<file path="config.mk">
export PLATFORM = sky130hd
export DESIGN_NAME = seg_disp_sched_flat
export DESIGN_NICKNAME = d
export VERILOG_FILES = /design/src/rtl/seg_disp_sched_pkg.sv /design/src/rtl/seg_disp_sched_if.sv /design/src/rtl/seg_disp_sched_shift595.sv /design/src/rtl/seg_disp_sched.sv /design/src/flat_wrapper.sv
export SDC_FILE = /design/constraint.sdc
export NUM_CORES = 1
export LEC_CHECK = 0
export ABC_AREA = 1
export BUFFER_PORTS_ARGS = -buffer_cell sky130_fd_sc_hd__buf_2
export CORE_UTILIZATION = 59
export CTS_CLUSTER_DIAMETER = 30
export DETAILED_ROUTE_END_ITERATION = 7
export GPL_TIMING_DRIVEN = 0
export PLACE_DENSITY_LB_ADDON = 0.08
export SLEW_MARGIN = 20
export SYNTH_ARGS = -nofsm -noshare
export SYNTH_HDL_FRONTEND = slang
export SYNTH_SLANG_ARGS = --single-unit
</file>
<file path="constraint.sdc">
create_clock -name clk -period 3.7 [get_ports clk]
set_input_delay 0.74 -clock clk [delete_from_list [all_inputs] [get_ports clk]]
set_output_delay 0.74 -clock clk [all_outputs]
set_load 0.005 [all_outputs]
</file>
<file path="src/rtl/seg_disp_sched_pkg.sv">
// rtl/seg_disp_sched_pkg.sv - glyph table, digit word builder and shifter state type
package seg_disp_sched_pkg;

  // Digit-select byte for digit 0; digit d uses this shifted right by d
  localparam logic [7:0] DIG_BASE = 8'h80;

  // Active-low segment glyphs for hex nibbles 0..F
  localparam logic [7:0] SEGT [16] = '{
    8'h03, 8'h9f, 8'h25, 8'h0d, 8'h99, 8'h49, 8'h41, 8'h1f,
    8'h01, 8'h09, 8'h11, 8'hc1, 8'h63, 8'h85, 8'h61, 8'h71
  };

  typedef enum logic [2:0] {
    S_LOAD,
    S_BIT_LO,
    S_BIT_HI,
    S_LAT_HI,
    S_LAT_LO
  } shift_state_t;

  // 16-bit word for one digit: select byte above, glyph below
  function automatic logic [15:0] digit_word(input logic [2:0] d, input logic [3:0] nib);
    return {DIG_BASE >> d, SEGT[nib]};
  endfunction

endpackage

</file>
<file path="src/rtl/seg_disp_sched_if.sv">
// rtl/seg_disp_sched_if.sv - measurement source snapshot bus
interface seg_disp_sched_if #(
  parameter int NREQ = 4
);
  logic [NREQ-1:0]    src_vld;
  logic [NREQ*32-1:0] src_val;

  modport master (output src_vld, output src_val);
  modport slave  (input  src_vld, input  src_val);
endinterface

</file>
<file path="src/rtl/seg_disp_sched_shift595.sv">
// rtl/seg_disp_sched_shift595.sv - serialises one 16-bit word into a 74HC595 chain
module seg_shift595 import seg_disp_sched_pkg::*; #(
  parameter int SCLK_DIV = 4
) (
  input  logic        clk,
  input  logic        rst,
  input  logic [15:0] word,
  input  logic        start,
  output logic        done,
  output logic        ds,
  output logic        shclk,
  output logic        stclk
);

  localparam int CW = (SCLK_DIV > 1) ? $clog2(2 * SCLK_DIV) : 1;
  localparam logic [CW-1:0] HALF = CW'(SCLK_DIV - 1);
  localparam logic [CW-1:0] FULL = CW'(2 * SCLK_DIV - 1);

  shift_state_t   state;
  logic [CW-1:0]  cnt;
  logic [3:0]     bit_idx;
  logic [15:0]    sh;

  // Word is taken either from idle or on the last latch-low cycle, so digits run back to back
  assign done = start && ((state == S_LOAD) || (state == S_LAT_LO && cnt == FULL));

  // Bit/latch sequencer; ds only moves on the edge where shclk goes (or stays) low
  always_ff @(posedge clk) begin
    if (rst) begin
      state   <= S_LOAD;
      cnt     <= '0;
      bit_idx <= '0;
      sh      <= '0;
      ds      <= 1'b0;
      shclk   <= 1'b0;
      stclk   <= 1'b0;
    end else begin
      case (state)
        S_LOAD: begin
          if (start) begin
            sh      <= word;
            ds      <= word[0];
            bit_idx <= '0;
            cnt     <= '0;
            state   <= S_BIT_LO;
          end
        end
        S_BIT_LO: begin
          if (cnt == HALF) begin
            cnt   <= '0;
            shclk <= 1'b1;
            state <= S_BIT_HI;
          end else begin
            cnt <= cnt + 1'b1;
          end
        end
        S_BIT_HI: begin
          if (cnt == HALF) begin
            cnt   <= '0;
            shclk <= 1'b0;
            if (bit_idx == 4'd15) begin
              state <= S_LAT_HI;
            end else begin
              bit_idx <= bit_idx + 1'b1;
              sh      <= {1'b0, sh[15:1]};
              ds      <= sh[1];
              state   <= S_BIT_LO;
            end
          end else begin
            cnt <= cnt + 1'b1;
          end
        end
        S_LAT_HI: begin
          // One half-period of setup after the last shift, then the latch pulse
          if (cnt == HALF) stclk <= 1'b1;
          if (cnt == FULL) begin
            stclk <= 1'b0;
            cnt   <= '0;
            state <= S_LAT_LO;
          end else begin
            cnt <= cnt + 1'b1;
          end
        end
        S_LAT_LO: begin
          if (cnt == FULL) begin
            cnt <= '0;
            if (start) begin
              sh      <= word;
              ds      <= word[0];
              bit_idx <= '0;
              state   <= S_BIT_LO;
            end else begin
              state <= S_LOAD;
            end
          end else begin
            cnt <= cnt + 1'b1;
          end
        end
        default: state <= S_LOAD;
      endcase
    end
  end

endmodule

</file>
<file path="src/rtl/seg_disp_sched.sv">
// rtl/seg_disp_sched.sv - shares an 8-digit 595 display between NREQ measurement sources
module seg_disp_sched import seg_disp_sched_pkg::*; #(
  parameter int NREQ       = 4,
  parameter int SCLK_DIV   = 4,
  parameter int DB_CYCLES  = 1000000,
  parameter int ROT_FRAMES = 1024
) (
  input  logic             clk,
  input  logic             rst,
  input  logic             key_next,
  input  logic             key_mode,
  seg_disp_sched_if.slave  src,
  output logic             ds,
  output logic             shclk,
  output logic             stclk,
  output logic [3:0]       led
);

  localparam int SW = $clog2(NREQ);
  localparam int DW = $clog2(DB_CYCLES + 1);
  localparam int FW = $clog2(ROT_FRAMES + 1);

  logic [31:0]   snap [NREQ];
  logic [31:0]   frame_val;
  logic [31:0]   cur_val;
  logic [SW-1:0] pending;
  logic [SW-1:0] sel;
  logic          auto_mode;
  logic          frame_tgl;
  logic [FW-1:0] frame_cnt;
  logic [2:0]    digit;
  logic [15:0]   word;
  logic          done;
  logic          frame_start;
  logic          rot;
  logic [1:0]    key_raw;
  logic [1:0]    press;

  assign key_raw = {key_mode, key_next};

  // Per-key debouncer: press pulse on an accepted high-to-low level change
  for (genvar k = 0; k < 2; k++) begin : g_db
    logic          s1, s2, lvl, pr;
    logic [DW-1:0] cnt;

    // Two-flop sync, then count consecutive samples that differ from the accepted level
    always_ff @(posedge clk) begin
      if (rst) begin
        s1  <= 1'b1;
        s2  <= 1'b1;
        lvl <= 1'b1;
        pr  <= 1'b0;
        cnt <= '0;
      end else begin
        s1 <= key_raw[k];
        s2 <= s1;
        pr <= 1'b0;
        if (s2 == lvl) begin
          cnt <= '0;
        end else if (cnt == DW'(DB_CYCLES - 1)) begin
          lvl <= s2;
          cnt <= '0;
          pr  <= lvl;
        end else begin
          cnt <= cnt + 1'b1;
        end
      end
    end

    assign press[k] = pr;
  end

  // Digit 0 reads the live snapshot because frame_val is only captured on that same edge
  assign cur_val     = (digit == 3'd0) ? snap[pending] : frame_val;
  assign word        = digit_word(digit, cur_val[{digit, 2'b00} +: 4]);
  assign frame_start = done && (digit == 3'd0);
  assign rot         = auto_mode && frame_start && (frame_cnt == FW'(ROT_FRAMES - 1));
  assign led         = {frame_tgl, auto_mode, 2'(sel)};

  // Snapshot registers, one per source, updated independently
  always_ff @(posedge clk) begin
    if (rst) begin
      for (int i = 0; i < NREQ; i++) snap[i] <= '0;
    end else begin
      for (int i = 0; i < NREQ; i++) begin
        if (src.src_vld[i]) snap[i] <= src.src_val[32*i +: 32];
      end
    end
  end

  // Selection, auto-rotate and frame sequencing; a press and a rotate tick together count once
  always_ff @(posedge clk) begin
    if (rst) begin
      pending   <= '0;
      sel       <= '0;
      auto_mode <= 1'b0;
      frame_cnt <= '0;
      frame_tgl <= 1'b0;
      frame_val <= '0;
      digit     <= '0;
    end else begin
      if (press[0] || rot) pending <= pending + SW'(1);
      if (press[1]) begin
        auto_mode <= ~auto_mode;
        frame_cnt <= '0;
      end else if (auto_mode && frame_start) begin
        frame_cnt <= rot ? '0 : frame_cnt + 1'b1;
      end
      if (done) digit <= digit + 3'd1;
      if (frame_start) begin
        sel       <= pending;
        frame_val <= snap[pending];
        frame_tgl <= ~frame_tgl;
      end
    end
  end

  seg_shift595 #(.SCLK_DIV(SCLK_DIV)) u_shift (
    .clk   (clk),
    .rst   (rst),
    .word  (word),
    .start (1'b1),
    .done  (done),
    .ds    (ds),
    .shclk (shclk),
    .stclk (stclk)
  );

endmodule

</file>
<file path="src/flat_wrapper.sv">
// flat-port wrapper written by rule: the top's interface ports become plain ports
module seg_disp_sched_flat import seg_disp_sched_pkg::*;
#(
  parameter int NREQ       = 4,
  parameter int SCLK_DIV   = 4,
  parameter int DB_CYCLES  = 1000000,
  parameter int ROT_FRAMES = 1024
)
  (clk, rst, key_next, key_mode, ds, shclk, stclk, led, src_src_vld, src_src_val);
  seg_disp_sched_if #(.NREQ(NREQ)) src_i ();
  input  logic clk;
  input  logic rst;
  input  logic key_next;
  input  logic key_mode;
  output logic ds;
  output logic shclk;
  output logic stclk;
  output logic [3:0] led;
  input wire logic [$bits(src_i.src_vld)-1:0] src_src_vld;
  input wire logic [$bits(src_i.src_val)-1:0] src_src_val;
  assign src_i.src_vld = src_src_vld;
  assign src_i.src_val = src_src_val;
  seg_disp_sched #(.NREQ(NREQ), .SCLK_DIV(SCLK_DIV), .DB_CYCLES(DB_CYCLES), .ROT_FRAMES(ROT_FRAMES)) u_core (.clk(clk), .rst(rst), .key_next(key_next), .key_mode(key_mode), .src(src_i), .ds(ds), .shclk(shclk), .stclk(stclk), .led(led));
endmodule
</file>
=== Word level (Yosys, flattened, before mapping) ===
Memory sizes are Yosys's and may differ from the RTL's. A register that Yosys moved wholly into a read port is not among the register bits.
Cells that the tools add are included.
W data, S select, Z words.

* Register bits: 129
* RAM bits: 128
* Bits in read-only memories: 128
* Bits of input ports: 136
* Output and inout port bits: 7
* Logic and storage cells: 138
* Memories: 2

* $add $sub $neg: 7
* $lt $le $gt $ge: 1
* Equal/unequal tests: 17
* Shifts and indexed selects: 2
* Muxes and demuxes: 49
* Bitwise logic cells: 11
* Reductions and logical operators: 25

{| class="wikitable"
|+ Memory list
! memory !! words !! bits a word !! read ports !! clocked after memory_dff !! wr ports !! RTL line !! RTL
|-
| (no name shown) || 16 || 8 || 1 || 0 || 0 || seg_disp_sched_pkg.sv:23 || <nowiki>return {DIG_BASE >> d, SEGT[nib]};</nowiki>
|-
| u_core.snap || 4 || 32 || 1 || 1 || 4 || seg_disp_sched.sv:23 || <nowiki>logic [31:0] snap [NREQ];</nowiki>
|}

{| class="wikitable"
|+ Operators with widths
! cell !! number
|-
| $mux W32 || 5
|-
| $mux W16 || 3
|-
| $pmux W16 S3 || 1
|-
| $add A20 B1 Y20 const B || 2
|-
| $eq A20 B20 Y1 const B || 2
|-
| $shiftx A32 B6 Y4 || 1
|-
| $mux W1 || 20
|-
| $mux W3 || 6
|-
| $mux W8 || 2
|-
| $pmux W3 S5 || 1
|-
| $mux W4 || 3
|-
| $pmux W4 S3 || 1
|-
| $reduce_or A3 Y1 || 4
|-
| $add A11 B1 Y11 const B || 1
|-
| $eq A11 B10 Y1 const B || 1
|-
| $mux W11 || 1
|-
| $eq A3 B2 Y1 const B || 3
|-
| $pmux W3 S3 || 1
|-
| $ne A2 B2 Y1 const B || 4
|-
| $reduce_and A4 Y1 || 2
|-
| $shr A8 B3 Y8 const A || 1
|-
| $add A3 B1 Y3 const B || 2
|-
| $eq A3 B3 Y1 const B || 2
|-
| $logic_not A3 Y1 || 2
|-
| 20 further kinds || 41
|}

=== Logic depth before layout (Yosys ltp) ===
Gate-level depths: netlist of run 1.

* Depth after elaboration: 9
* Gate-level depth with buffers: 21
* Mapped depth without buffers: 18

=== Modules after synthesis ===
A second synthesis of run 1 with hierarchy kept.

* Cells, all modules: 1623
* Area, all modules: 12688.4 µm²

{| class="wikitable"
|+ By module, submodules not included
! module !! times used !! cells each !! area an instance (µm²) !! seq. area each (µm²)
|-
| seg_disp_sched || 1 || 1370 || 11090.6 || 5885.6
|-
| seg_shift595 || 1 || 253 || 1597.8 || 560.5
|}

=== Worst setup path before layout of run 1 ===
No wires, ideal clock.

* Kind: register to register
* Start point: register u_core.digit[0]
* End point: register u_core.u_shift.sh[4]
* Setup time: 0.070 ns
* Data arrival time: 2.753 ns
* Data required time: 3.630 ns
* Path slack: 0.876 ns
* Cell stages (with the launch flop): 21
* Buffers on the path: 3
* Clock period less this slack: 2.824 ns
* Path through: dfxtp_1 buf_2 clkinv_1 buf_2 ha_1 inv_1 nor2_2 inv_2 clkbuf_1 a21oi_1 o21ai_0 nand3_1 nand3_1 nand2_1 ha_1 nand3b_1 nand2_1 inv_1 nand2_1 nand2_1 a21oi_1

* Longest elaborated chain between the ends: 9

{| class="wikitable"
|+ Ends and longest elaborated chain
! what !! RTL line !! RTL
|-
| start, declared || seg_disp_sched.sv:31 || <nowiki>logic [2:0] digit;</nowiki>
|-
| start signal, assigned || seg_disp_sched.sv:109 || <nowiki>if (done) digit <= digit + 3'd1;</nowiki>
|-
| $logic_not A3 Y1 || seg_disp_sched.sv:74 || <nowiki>assign cur_val = (digit == 3'd0) ? snap[pending] : frame_val;</nowiki>
|-
| $mux W32 || seg_disp_sched.sv:74 ||
|-
| $shiftx A32 B6 Y4 (*) || seg_disp_sched.sv:75 || <nowiki>assign word = digit_word(digit, cur_val[{digit, 2'b00} +: 4]);</nowiki>
|-
| $not A4 Y5 (not written as such) (*) || seg_disp_sched_pkg.sv:23 ||
|-
| $mem_v2 Z16 W8 (*) || - ||
|-
| $mux W8 (not written as such) (*) (2 in a row) || seg_disp_sched_pkg.sv:23 ||
|-
| $mux W16 || seg_disp_sched_shift595.sv:85 || <nowiki>if (cnt == FULL) begin</nowiki>
|-
| $pmux W16 S3 (*) || seg_disp_sched_shift595.sv:38 || <nowiki>case (state)</nowiki>
|-
| end signal, assigned || seg_disp_sched_shift595.sv:41 || <nowiki>sh <= word;</nowiki>
|-
| end signal, assigned || seg_disp_sched_shift595.sv:65 || <nowiki>sh <= {1'b0, sh[15:1]};</nowiki>
|-
| end signal, assigned || seg_disp_sched_shift595.sv:88 || <nowiki>sh <= word;</nowiki>
|-
| end, declared || seg_disp_sched_shift595.sv:22 || <nowiki>logic [15:0] sh;</nowiki>
|}

Mark *: on every way between the ends. The rest lies on a longest branch, timed or not. The select of a mux whose other input is x is not followed.
A chain may end at the register's enable or synchronous reset.

=== Worst setup path after layout of run 1 ===
* Start point: register u_core.digit[1]
* End point: register u_core.u_shift.sh[3]

Same word-level chain as after synthesis.

==> results.sh, run 1 <==
export IMPL_rows=52
export IMPL_synth_seq_area_share_pct=53.1
export IMPL_instances_no_fill=2013
export IMPL_hp_class="input pin to flop"
export IMPL_root_buffer="clkbuf_16"
export IMPL_dieHeight_um=146
export IMPL_viasPerCell=5.30
export IMPL_min_to="u_core.g_db[0].s1"
export IMPL_dp_worst_setup_slack_ns=0.152
export IMPL_final_common_cell="nand2_1"
export IMPL_cts_buffer_depth=3
export IMPL_grt_ovfl_total=0
export IMPL_grt_start_max_net_pins=33
export IMPL_fin_area_um2=14900
export IMPL_reg2reg_to="u_core.u_shift.sh[3]"
export IMPL_ys_top_cells_by_area="edfxtp_1, dfxtp_1, nand2_1, nor2_1, inv_1"
export IMPL_ant_nets=0
export IMPL_coreArea_um2=20200
export IMPL_place_congestion=0.886
export IMPL_finalPower_mw=10.3
export IMPL_dp_hpwl_um=21800
export IMPL_start_util_pct=60.0
export IMPL_max_stage_delay_ns=0.47
export IMPL_antenna_cells=0
export IMPL_area_delta_synth_final_pct=22.3
export IMPL_min_from="key_next"
export IMPL_clkTransAtPathRegs_ns=0.05
export IMPL_setup_viol=0
export IMPL_syn_area_um2=12100
export IMPL_cts_buffers=49
export IMPL_rr_worst_depth=20
export IMPL_dieArea_um2=21200
export IMPL_drt_iter0_drc=819
export IMPL_async_flop_share_pct=0
export IMPL_grt_pass1_vias=10400
export IMPL_crit_fanout=11
export IMPL_grt_pass1_wl_um=49900
export IMPL_drv_slew=0
export IMPL_cp_start_kind="flop"
export IMPL_fmax_mhz=295
export IMPL_postRouteWirelength_um=31000
export IMPL_num_vias=10700
export IMPL_hold_buffers=0
export IMPL_antenna_found_initial=0
export IMPL_layout_nets=1860
export IMPL_final_cell_mix="nand2_1, nor2_1, inv_1"
export IMPL_slowest_stage="clkbuf_1"
export IMPL_syn_inst=1511
export IMPL_end_kind="flop"
export IMPL_drcViolationCount=0
export IMPL_cp_required_ns=4.15
export IMPL_cts_tree="done"
export IMPL_synth_avg_cell_area_um2=8.04
export IMPL_worstSetupStartpoint="u_core.digit[1]"
export IMPL_portBuffers=141
export IMPL_rsz0062_at_grt="no"
export IMPL_vdd_ir_drop_max_uv=395
export IMPL_period_minus_slack_ns=3.39
export IMPL_setup_tns_ns=0
export IMPL_setup_slack_ns=0.309
export IMPL_r2r_slack_ns=0.31
export IMPL_synth_top_cell_by_area="edfxtp_1"
export IMPL_finClkSkew_ns=0.0142
export IMPL_die_x_um=146
export IMPL_yosys_warnings=0
export IMPL_wl_per_cell_um=15.4
export IMPL_leakage_nw=6.75
export IMPL_clock_sinks=258
export IMPL_io_pins=143
export IMPL_drive_above_1_share_pct=16.6
export IMPL_fin_crit_sh_pct=91.6
export IMPL_synth_top_cell_area_share_pct=31.6
export IMPL_power_density_nw_per_um2=693
export IMPL_synthesis_nets=1667
export IMPL_synth_seq_cells=258
export IMPL_place_area_um2=13200
export IMPL_drv_cap=0
export IMPL_drtPass1Iterations=5
export IMPL_path_class="flop to flop"
export IMPL_status="finished clean"
export IMPL_rr_startpoint="u_core.digit[1]"
export IMPL_path_cells="clkbuf_1 > inv_2 > ha_1 > inv_1 > nor2_2 > inv_2 > buf_2 > a21oi_1 > o21ai_0 > nand3_1 > nand2_1 > nand2_1 > nand2_1 > ha_1 > nand3_1 > nor2_1 > nor2_1 > nand2_1 > nand2_1 > a21oi_1"
export IMPL_crit_path_frequent_cell="nand2_1"
export IMPL_ys_flop_type="dfxtp_1"
export IMPL_hold_depth=2
export IMPL_tightest_slew_ns=0.834
export IMPL_clock_latency_ns=0.54
export IMPL_yosysUniqueCellTypes=44
export IMPL_synth_edf_count=128
export IMPL_grt_util_all_layers_pct=29.5
export IMPL_hold_viol=0
export IMPL_post_place_cells=1922
export IMPL_slew_headroom_pct=44.4
export IMPL_htreeDepth=2
export IMPL_cp_arrival_ns=3.84
how the worst max path moves through the flow:
stage / endpoint / slack [ns]
detailed placement: u_core.u_shift.sh[4] / 0.15
global route: u_core.u_shift.sh[4] / 0.006
CTS: u_core.u_shift.sh[4] / 0.12
finish: u_core.u_shift.sh[3] / 0.31
floorplan: u_core.u_shift.sh[4] / 0.88
global placement: u_core.u_shift.sh[4] / 0.17
cells by family (layout without fill, tap and decap cells):
group                    count (synthesis)  in the layout  share of synthesized area (%)
AO/OA/AOI/OAI                          215            215                           9.22
adder cells (fa/ha/maj)                 20             20                           2.06
AND/OR/NAND/NOR                        719            719                           25.5
buffers and inverters                  289            521                           9.41
flip-flops                             258            258                           53.1
XOR/XNOR                                10             10                          0.721
where the power goes:
group | total, mW | internal, mW | switching, mW
clock | 4.41 | 2.90 | 1.51
sequential | 3.47 | 3.33 | 0.135
combinational | 2.43 | 0.788 | 1.64
total | 10.3 | 7.02 | 3.29
registers in the layout, indices dropped and copies added, names as in the netlist, 2 cells and up, named ones only:
name,flops
u_core.u_shift.sh,16
u_core.frame_val,32
u_core.u_shift.bit_idx,4
u_core.digit,3
u_core.u_shift.state,3
u_core.pending,2
u_core.g_db.lvl,2
u_core.frame_cnt,11
u_core.g_db.pr,2
u_core.sel,2
u_core.snap,128
u_core.g_db.s1,2
u_core.g_db.s2,2
u_core.g_db.cnt,40
u_core.u_shift.cnt,3
synthesized netlist by cell type, types with 2 or more instances:
cell	count
nand2_1	284
nor2_1	221
inv_1	210
nand3_1	131
dfxtp_1	130
edfxtp_1	128
a21oi_1	108
o21ai_0	83
clkbuf_1	40
nor3_1	30
buf_2	21
ha_1	20
or2_2	12
nand4_1	10
nor3b_1	10
a31oi_1	6
buf_4	6
inv_2	6
xor2_1	6
o21ai_1	5
nand2_2	4
o21a_1	4
xnor2_1	4
nor2_2	3
nor4_1	3
buf_1	2
clkinv_1	2
nand2_4	2
nand3b_1	2
nor2_4	2
nor3_2	2
o21bai_1	2
repair_timing:
| item | in CTS | in global routing |
|---|---|---|
| resized for setup | 0 | 7 |
| buffers inserted | 0 | 1 |
| endpoints found under the setup margin | 0 | 7 |
through the flow:
step           hold slack, ns  utilization, %
6_report                0.381            73.4
5_1_grt                 0.387            73.4
4_1_cts                 0.364            73.4
3_5_place_dp            0.396            65.2
3_3_place_gp            0.397            65.2
2_1_floorplan           0.389               -
worst max-delay path: cells and delay by family, from the launching register on:
family          cells  cell delay (ns)
buf+inv             5             1.23
compound gates      3             0.32
fa+ha+maj           2             0.46
flops               1             0.36
simple gates       10             0.92
routing by layer:
metal	global-route usage, %	vias to the layer above	routed length, µm
met5	0	-	0
met4	12.3	0	996
met2	50.7	455	15100
met3	5.67	90	2300
met1	36.4	4833	12600
li1	-	5284	-
area by class of cell:
class | count | area, µm²
clock inverter | 37 | 392
fill | 1577 | 5370
sequential | 258 | 6450
clock buffer | 53 | 1260
multi-input combinational | 964 | 4560
tap | 270 | 338
buffer | 70 | 323
inverter | 219 | 828
timing repair buffer | 142 | 713
Note: power is estimated with default switching activity, not from simulation.
==> inputs of run 2 (changes only) <==
- CORE_MARGIN: not set -> 5
==> results.sh, run 2 (synthesis gave the netlist of run 1 again) <==
export IMPL_status="finished clean"
export IMPL_die_x_um=154
export IMPL_dr_wl_met2_um=15400
export IMPL_portBuffers=141
export IMPL_dp_hpwl_um=22200
export IMPL_critPathBufInv=6
export IMPL_cts_tree="done"
export IMPL_ant_nets=0
export IMPL_dieArea_um2=23600
export IMPL_start_util_pct=60.0
export IMPL_grt_util_all_layers_pct=26.4
export IMPL_top_regs="u_core.snap (128), u_core.g_db.cnt (40), u_core.frame_val (32)"
export IMPL_hold_buffers=0
export IMPL_cp_required_ns=4.15
export IMPL_p_comb_share_pct=23.2
export IMPL_root_buffer="clkbuf_16"
export IMPL_place_area_um2=13200
export IMPL_swShare_pct=31.5
export IMPL_final_common_cell="nand2_1"
export IMPL_drv_slew=0
export IMPL_p_int_mw=7.23
export IMPL_finClkSkew_ns=0.0218
export IMPL_wl_per_cell_um=15.7
export IMPL_rows=52
export IMPL_postRouteWirelength_um=31700
export IMPL_place_congestion=0.861
export IMPL_largest_register_ffs=128
export IMPL_clkTransAtPathRegs_ns=0.05
export IMPL_cts_buffers=52
export IMPL_num_vias=10700
export IMPL_io_pins=143
export IMPL_slew_headroom_pct=44.7
export IMPL_fin_area_um2=15000
export IMPL_pwr_share_seq_pct=32.9
export IMPL_tightest_slew_ns=0.829
export IMPL_regArea_um2=6450
export IMPL_fin_crit_sh_pct=95.0
export IMPL_cts_buffer_depth=3
export IMPL_drt_iter0_drc=803
export IMPL_setup_viol=0
export IMPL_cp_start_kind="flop"
export IMPL_holdWs_ns=0.383
export IMPL_area_delta_synth_final_pct=23.2
export IMPL_grt_pass1_vias=10700
export IMPL_drtPass1Iterations=5
export IMPL_antenna_found_initial=1
export IMPL_grt_ovfl_total=0
export IMPL_hold_viol=0
export IMPL_final_util_pct=74.0
export IMPL_final_cell_mix="nand2_1, nor2_1, inv_1"
export IMPL_period_minus_slack_ns=3.52
export IMPL_setup_slack_ns=0.185
export IMPL_largest_register="u_core.snap"
export IMPL_cp_arrival_ns=3.97
export IMPL_viasPerCell=5.28
export IMPL_power_density_nw_per_um2=705
export IMPL_htreeDepth=2
export IMPL_fmax_mhz=284
export IMPL_switching_power_mw=3.33
export IMPL_vdd_ir_drop_max_uv=362
export IMPL_coreArea_um2=20200
export IMPL_crit_fanout=11
export IMPL_clock_latency_ns=0.54
export IMPL_antenna_cells=0
export IMPL_end_kind="flop"
export IMPL_drv_cap=0
export IMPL_grt_pass1_wl_um=51200
export IMPL_multiInputGateArea_um2=4560
export IMPL_grt_start_max_net_pins=33
export IMPL_routed_top_layer="met4"
export IMPL_path_cells="clkbuf_1 > inv_2 > ha_1 > inv_1 > nor2_2 > inv_2 > buf_2 > a21oi_1 > o21ai_0 > nand3_1 > nand3_1 > nand2_1 > ha_1 > nand3b_1 > nand2_1 > inv_1 > nand2_1 > nand2_1 > a21oi_1"
export IMPL_slowest_stage="clkbuf_1"
export IMPL_wl_met1_um=12900
export IMPL_crit_path_frequent_cell="nand2_1"
export IMPL_setup_tns_ns=0
export IMPL_path_class="flop to flop"
export IMPL_wl_met3_um=2490
export IMPL_drcViolationCount=0
export IMPL_clock_sinks=258
export IMPL_pwr_share_clk_pct=44.0
export IMPL_max_stage_delay_ns=0.48
export IMPL_leakage_nw=6.78
export IMPL_rsz0062_at_grt="no"
export IMPL_drive_above_1_share_pct=16.7
export IMPL_layout_nets=1863
export IMPL_dp_worst_setup_slack_ns=0.0675
export IMPL_cpLargestDelayFamily="buffers and inverters"
export IMPL_hp_class="input pin to flop"
export IMPL_nFillCells=1530
export IMPL_dieHeight_um=154
-- run 2: cell types whose count changed in the layout (fill, tap and decap cells not counted), sizes merged --
cell	delta
inv	-7
clkbuf	+4
clkinv	+4
clkinvlp	+3
bufinv	+1
-- run 2: cell type report --
| type | instances | area share [%] |
|---|---|---|
| Sequential cell | 258 | 43.1 |
| Tap cell | 270 | 2.26 |
| Clock buffer | 57 | 9.03 |
| Timing Repair Buffer | 142 | 4.76 |
| Buffer | 70 | 2.16 |
| Multi-Input combinational cell | 964 | 30.5 |
| Clock inverter | 38 | 2.76 |
| Inverter | 219 | 5.53 |
-- run 2: metal layers --
metal / vias up / GRT usage [%]
met5: - / 0
met4: 0 / 9.50
met3: 84 / 5.40
met2: 424 / 45.0
met1: 4863 / 33.4
li1: 5284 / -
-- run 2: power by group through the flow --
stage	Clock, mW	Combinational (mW)	Sequential [mW]
after floorplan	0	1.72	3.48
after global placement	0	2.32	3.50
after detailed placement	0	2.36	3.51
after CTS	4.67	2.39	3.47
after global routing	4.83	2.74	3.49
final	4.64	2.45	3.47
-- run 2: repair_timing --
action,in CTS,in global routing
setup buffers,0,1
setup endpoints to repair,0,7
hold endpoints to repair,0,0
gates resized for setup,0,7
-- run 2: final timing paths --
kind | slack [ns] | startpoint | cells past startpoint | endpoint
max | 0.18 | u_core.digit[1] | 19 | u_core.u_shift.sh[4]
min | 0.38 | key_next | 2 | u_core.g_db[0].s1
max reg2reg | 0.18 | u_core.digit[1] | 19 | u_core.u_shift.sh[4]
min reg2reg | 0.44 | u_core.g_db[1].s1 | 1 | u_core.g_db[1].s2
-- run 2: stage by stage --
| stage | total power [mW] | instances |
|---|---|---|
| after floorplan | 5.19 | 1511 |
| after global placement | 5.82 | 1922 |
| after detailed placement | 5.87 | 1922 |
| after CTS | 10.5 | 2017 |
| after global routing | 11.1 | 2018 |
| final | 10.6 | 2018 |
==> inputs of run 3 (changes only) <==
- CORE_MARGIN: 5 -> 2
==> results.sh, run 3 (synthesis gave the netlist of run 1 again) <==
export IMPL_io_pins=143
export IMPL_start_util_pct=60.0
export IMPL_dieHeight_um=148
export IMPL_portBuffers=141
export IMPL_setup_viol=0
export IMPL_place_congestion=0.883
export IMPL_final_util_pct=73.9
export IMPL_cp_arrival_ns=3.89
export IMPL_cts_buffers=51
export IMPL_fin_crit_sh_pct=92.6
export IMPL_area_delta_synth_final_pct=23.1
export IMPL_pwr_share_clk_pct=43.8
export IMPL_slew_headroom_pct=45.2
export IMPL_drv_slew=0
export IMPL_antenna_found_initial=1
export IMPL_postRouteWirelength_um=31400
export IMPL_leakage_nw=6.78
export IMPL_setup_tns_ns=0
export IMPL_root_buffer="clkbuf_16"
export IMPL_viasPerCell=5.31
export IMPL_dieArea_um2=21800
export IMPL_final_common_cell="nand2_1"
export IMPL_reg2reg_to="u_core.u_shift.sh[4]"
export IMPL_grt_pass1_wl_um=50700
export IMPL_dp_hpwl_um=22100
export IMPL_drtPass1Iterations=5
export IMPL_power_density_nw_per_um2=704
export IMPL_cts_buffer_depth=3
export IMPL_drcViolationCount=0
export IMPL_clock_latency_ns=0.54
export IMPL_ant_nets=0
export IMPL_crit_fanout=11
export IMPL_rr_worst_depth=20
export IMPL_grt_pass1_vias=10600
export IMPL_drive_above_1_share_pct=16.7
export IMPL_grt_util_all_layers_pct=28.9
export IMPL_r2r_slack_ns=0.27
export IMPL_switching_power_mw=3.30
export IMPL_hold_viol=0
export IMPL_holdWs_ns=0.385
export IMPL_pwr_share_seq_pct=32.9
export IMPL_top_regs="u_core.snap (128), u_core.g_db.cnt (40), u_core.frame_val (32)"
export IMPL_postCtsSetupBuffers=0
export IMPL_p_int_mw=7.23
export IMPL_num_vias=10700
export IMPL_finalPower_mw=10.5
export IMPL_status="finished clean"
export IMPL_end_kind="flop"
export IMPL_drv_cap=0
export IMPL_antenna_cells=0
export IMPL_finClkSkew_ns=0.0110
export IMPL_grt_start_max_net_pins=33
export IMPL_vdd_ir_drop_max_uv=432
export IMPL_rows=52
export IMPL_cp_start_kind="flop"
export IMPL_swShare_pct=31.4
export IMPL_instances_no_fill=2015
export IMPL_final_cell_mix="nand2_1, nor2_1, inv_1"
export IMPL_tightest_slew_ns=0.822
export IMPL_clkTransAtPathRegs_ns=0.04
export IMPL_clock_sinks=258
export IMPL_largest_register="u_core.snap"
export IMPL_layout_nets=1861
export IMPL_worstSetupStartpoint="u_core.digit[0]"
export IMPL_die_x_um=148
export IMPL_coreArea_um2=20200
export IMPL_fmax_mhz=292
export IMPL_hp_class="input pin to flop"
export IMPL_period_minus_slack_ns=3.43
export IMPL_grt_ovfl_total=0
export IMPL_cp_required_ns=4.16
export IMPL_drt_iter0_drc=772
export IMPL_htreeDepth=2
export IMPL_rsz0062_at_grt="no"
export IMPL_post_place_cells=1922
export IMPL_p_comb_share_pct=23.3
export IMPL_cts_tree="done"
export IMPL_path_class="flop to flop"
export IMPL_largest_register_ffs=128
export IMPL_crit_path_end="u_core.u_shift.sh[4]"
export IMPL_wl_per_cell_um=15.6
export IMPL_rr_startpoint="u_core.digit[0]"
==> run 3: cell types whose count changed in the layout (fill, tap and decap cells not counted) <==
cell       before  now
clkbuf_8        1    5
clkinv_1        9    5
clkinv_2        5    8
buf_4           7    6
clkbuf_1       40   42
clkinv_4        9    2
clkinv_8        0    1
bufinv_16       7    6
==> run 3: final cells by class <==
type	instances	area [µm²]
Fill cell	1536	5280
Clock buffer	63	1410
Multi-Input combinational cell	964	4560
Inverter	219	828
Timing Repair Buffer	141	706
Sequential cell	258	6450
Buffer	70	323
Clock inverter	30	338
Tap cell	270	338
==> run 3: worst max-delay path, cell delays in order (launching register included) <==
cell and delay, ns:
dfxtp_1 0.36, buf_2 0.26, clkinvlp_4 0.25, buf_2 0.27, ha_1 0.22, inv_1 0.08
nor2_2 0.06, inv_2 0.16, buf_2 0.27, a21oi_1 0.09, o21ai_0 0.10, nand3_1 0.13
nand3_1 0.12, nand2_1 0.15, ha_1 0.35, nand3b_1 0.16, nand2_1 0.06, inv_1 0.04
nand2_1 0.05, nand2_1 0.05, a21oi_1 0.12
==> run 3: through the flow <==
| step | setup WS (ns) | instance area, µm² |
|---|---|---|
| after global routing | 0.00210 | 15000 |
| after CTS | 0.116 | 14900 |
| after global placement | 0.172 | 13200 |
| after floorplan | 0.876 | 12100 |
| after detailed placement | 0.128 | 13200 |
| final | 0.274 | 15000 |
==> run 3: worst min-delay path by stage <==
stage / startpoint / to / slack [ns] / depth (start not counted)
2_1_floorplan: u_core.g_db[0].s1 / u_core.g_db[0].s2 / 0.39 / 1
3_5_place_dp: u_core.g_db[1].s1 / u_core.g_db[1].s2 / 0.39 / 1
5_1_grt: key_next / u_core.g_db[0].s1 / 0.39 / 2
4_1_cts: key_next / u_core.g_db[0].s1 / 0.37 / 2
6_report: key_next / u_core.g_db[0].s1 / 0.38 / 2
3_3_place_gp: u_core.g_db[1].s1 / u_core.g_db[1].s2 / 0.40 / 1
==> run 3: repair_timing <==
item / CTS / global route
hold buffers: 0 / 0
endpoints found under the setup margin: 0 / 7
gates resized for setup: 0 / 7
==> run 3: routing by layer <==
metal	global-route usage [%]	vias to the layer above	share of wire (%)
met5	0	-	0
met2	49.8	460	48
met1	36.4	4891	41
met4	12.2	0	3.1
li1	-	5279	-
met3	4.75	77	7.1
==> run 3: power by group through the flow <==
stage	sequential (mW)	clock [mW]	combinational [mW]
floorplan	3.48	0	1.72
global placement	3.50	0	2.31
detailed placement	3.51	0	2.37
CTS	3.46	4.63	2.40
global route	3.50	4.78	2.73
finish	3.47	4.61	2.45
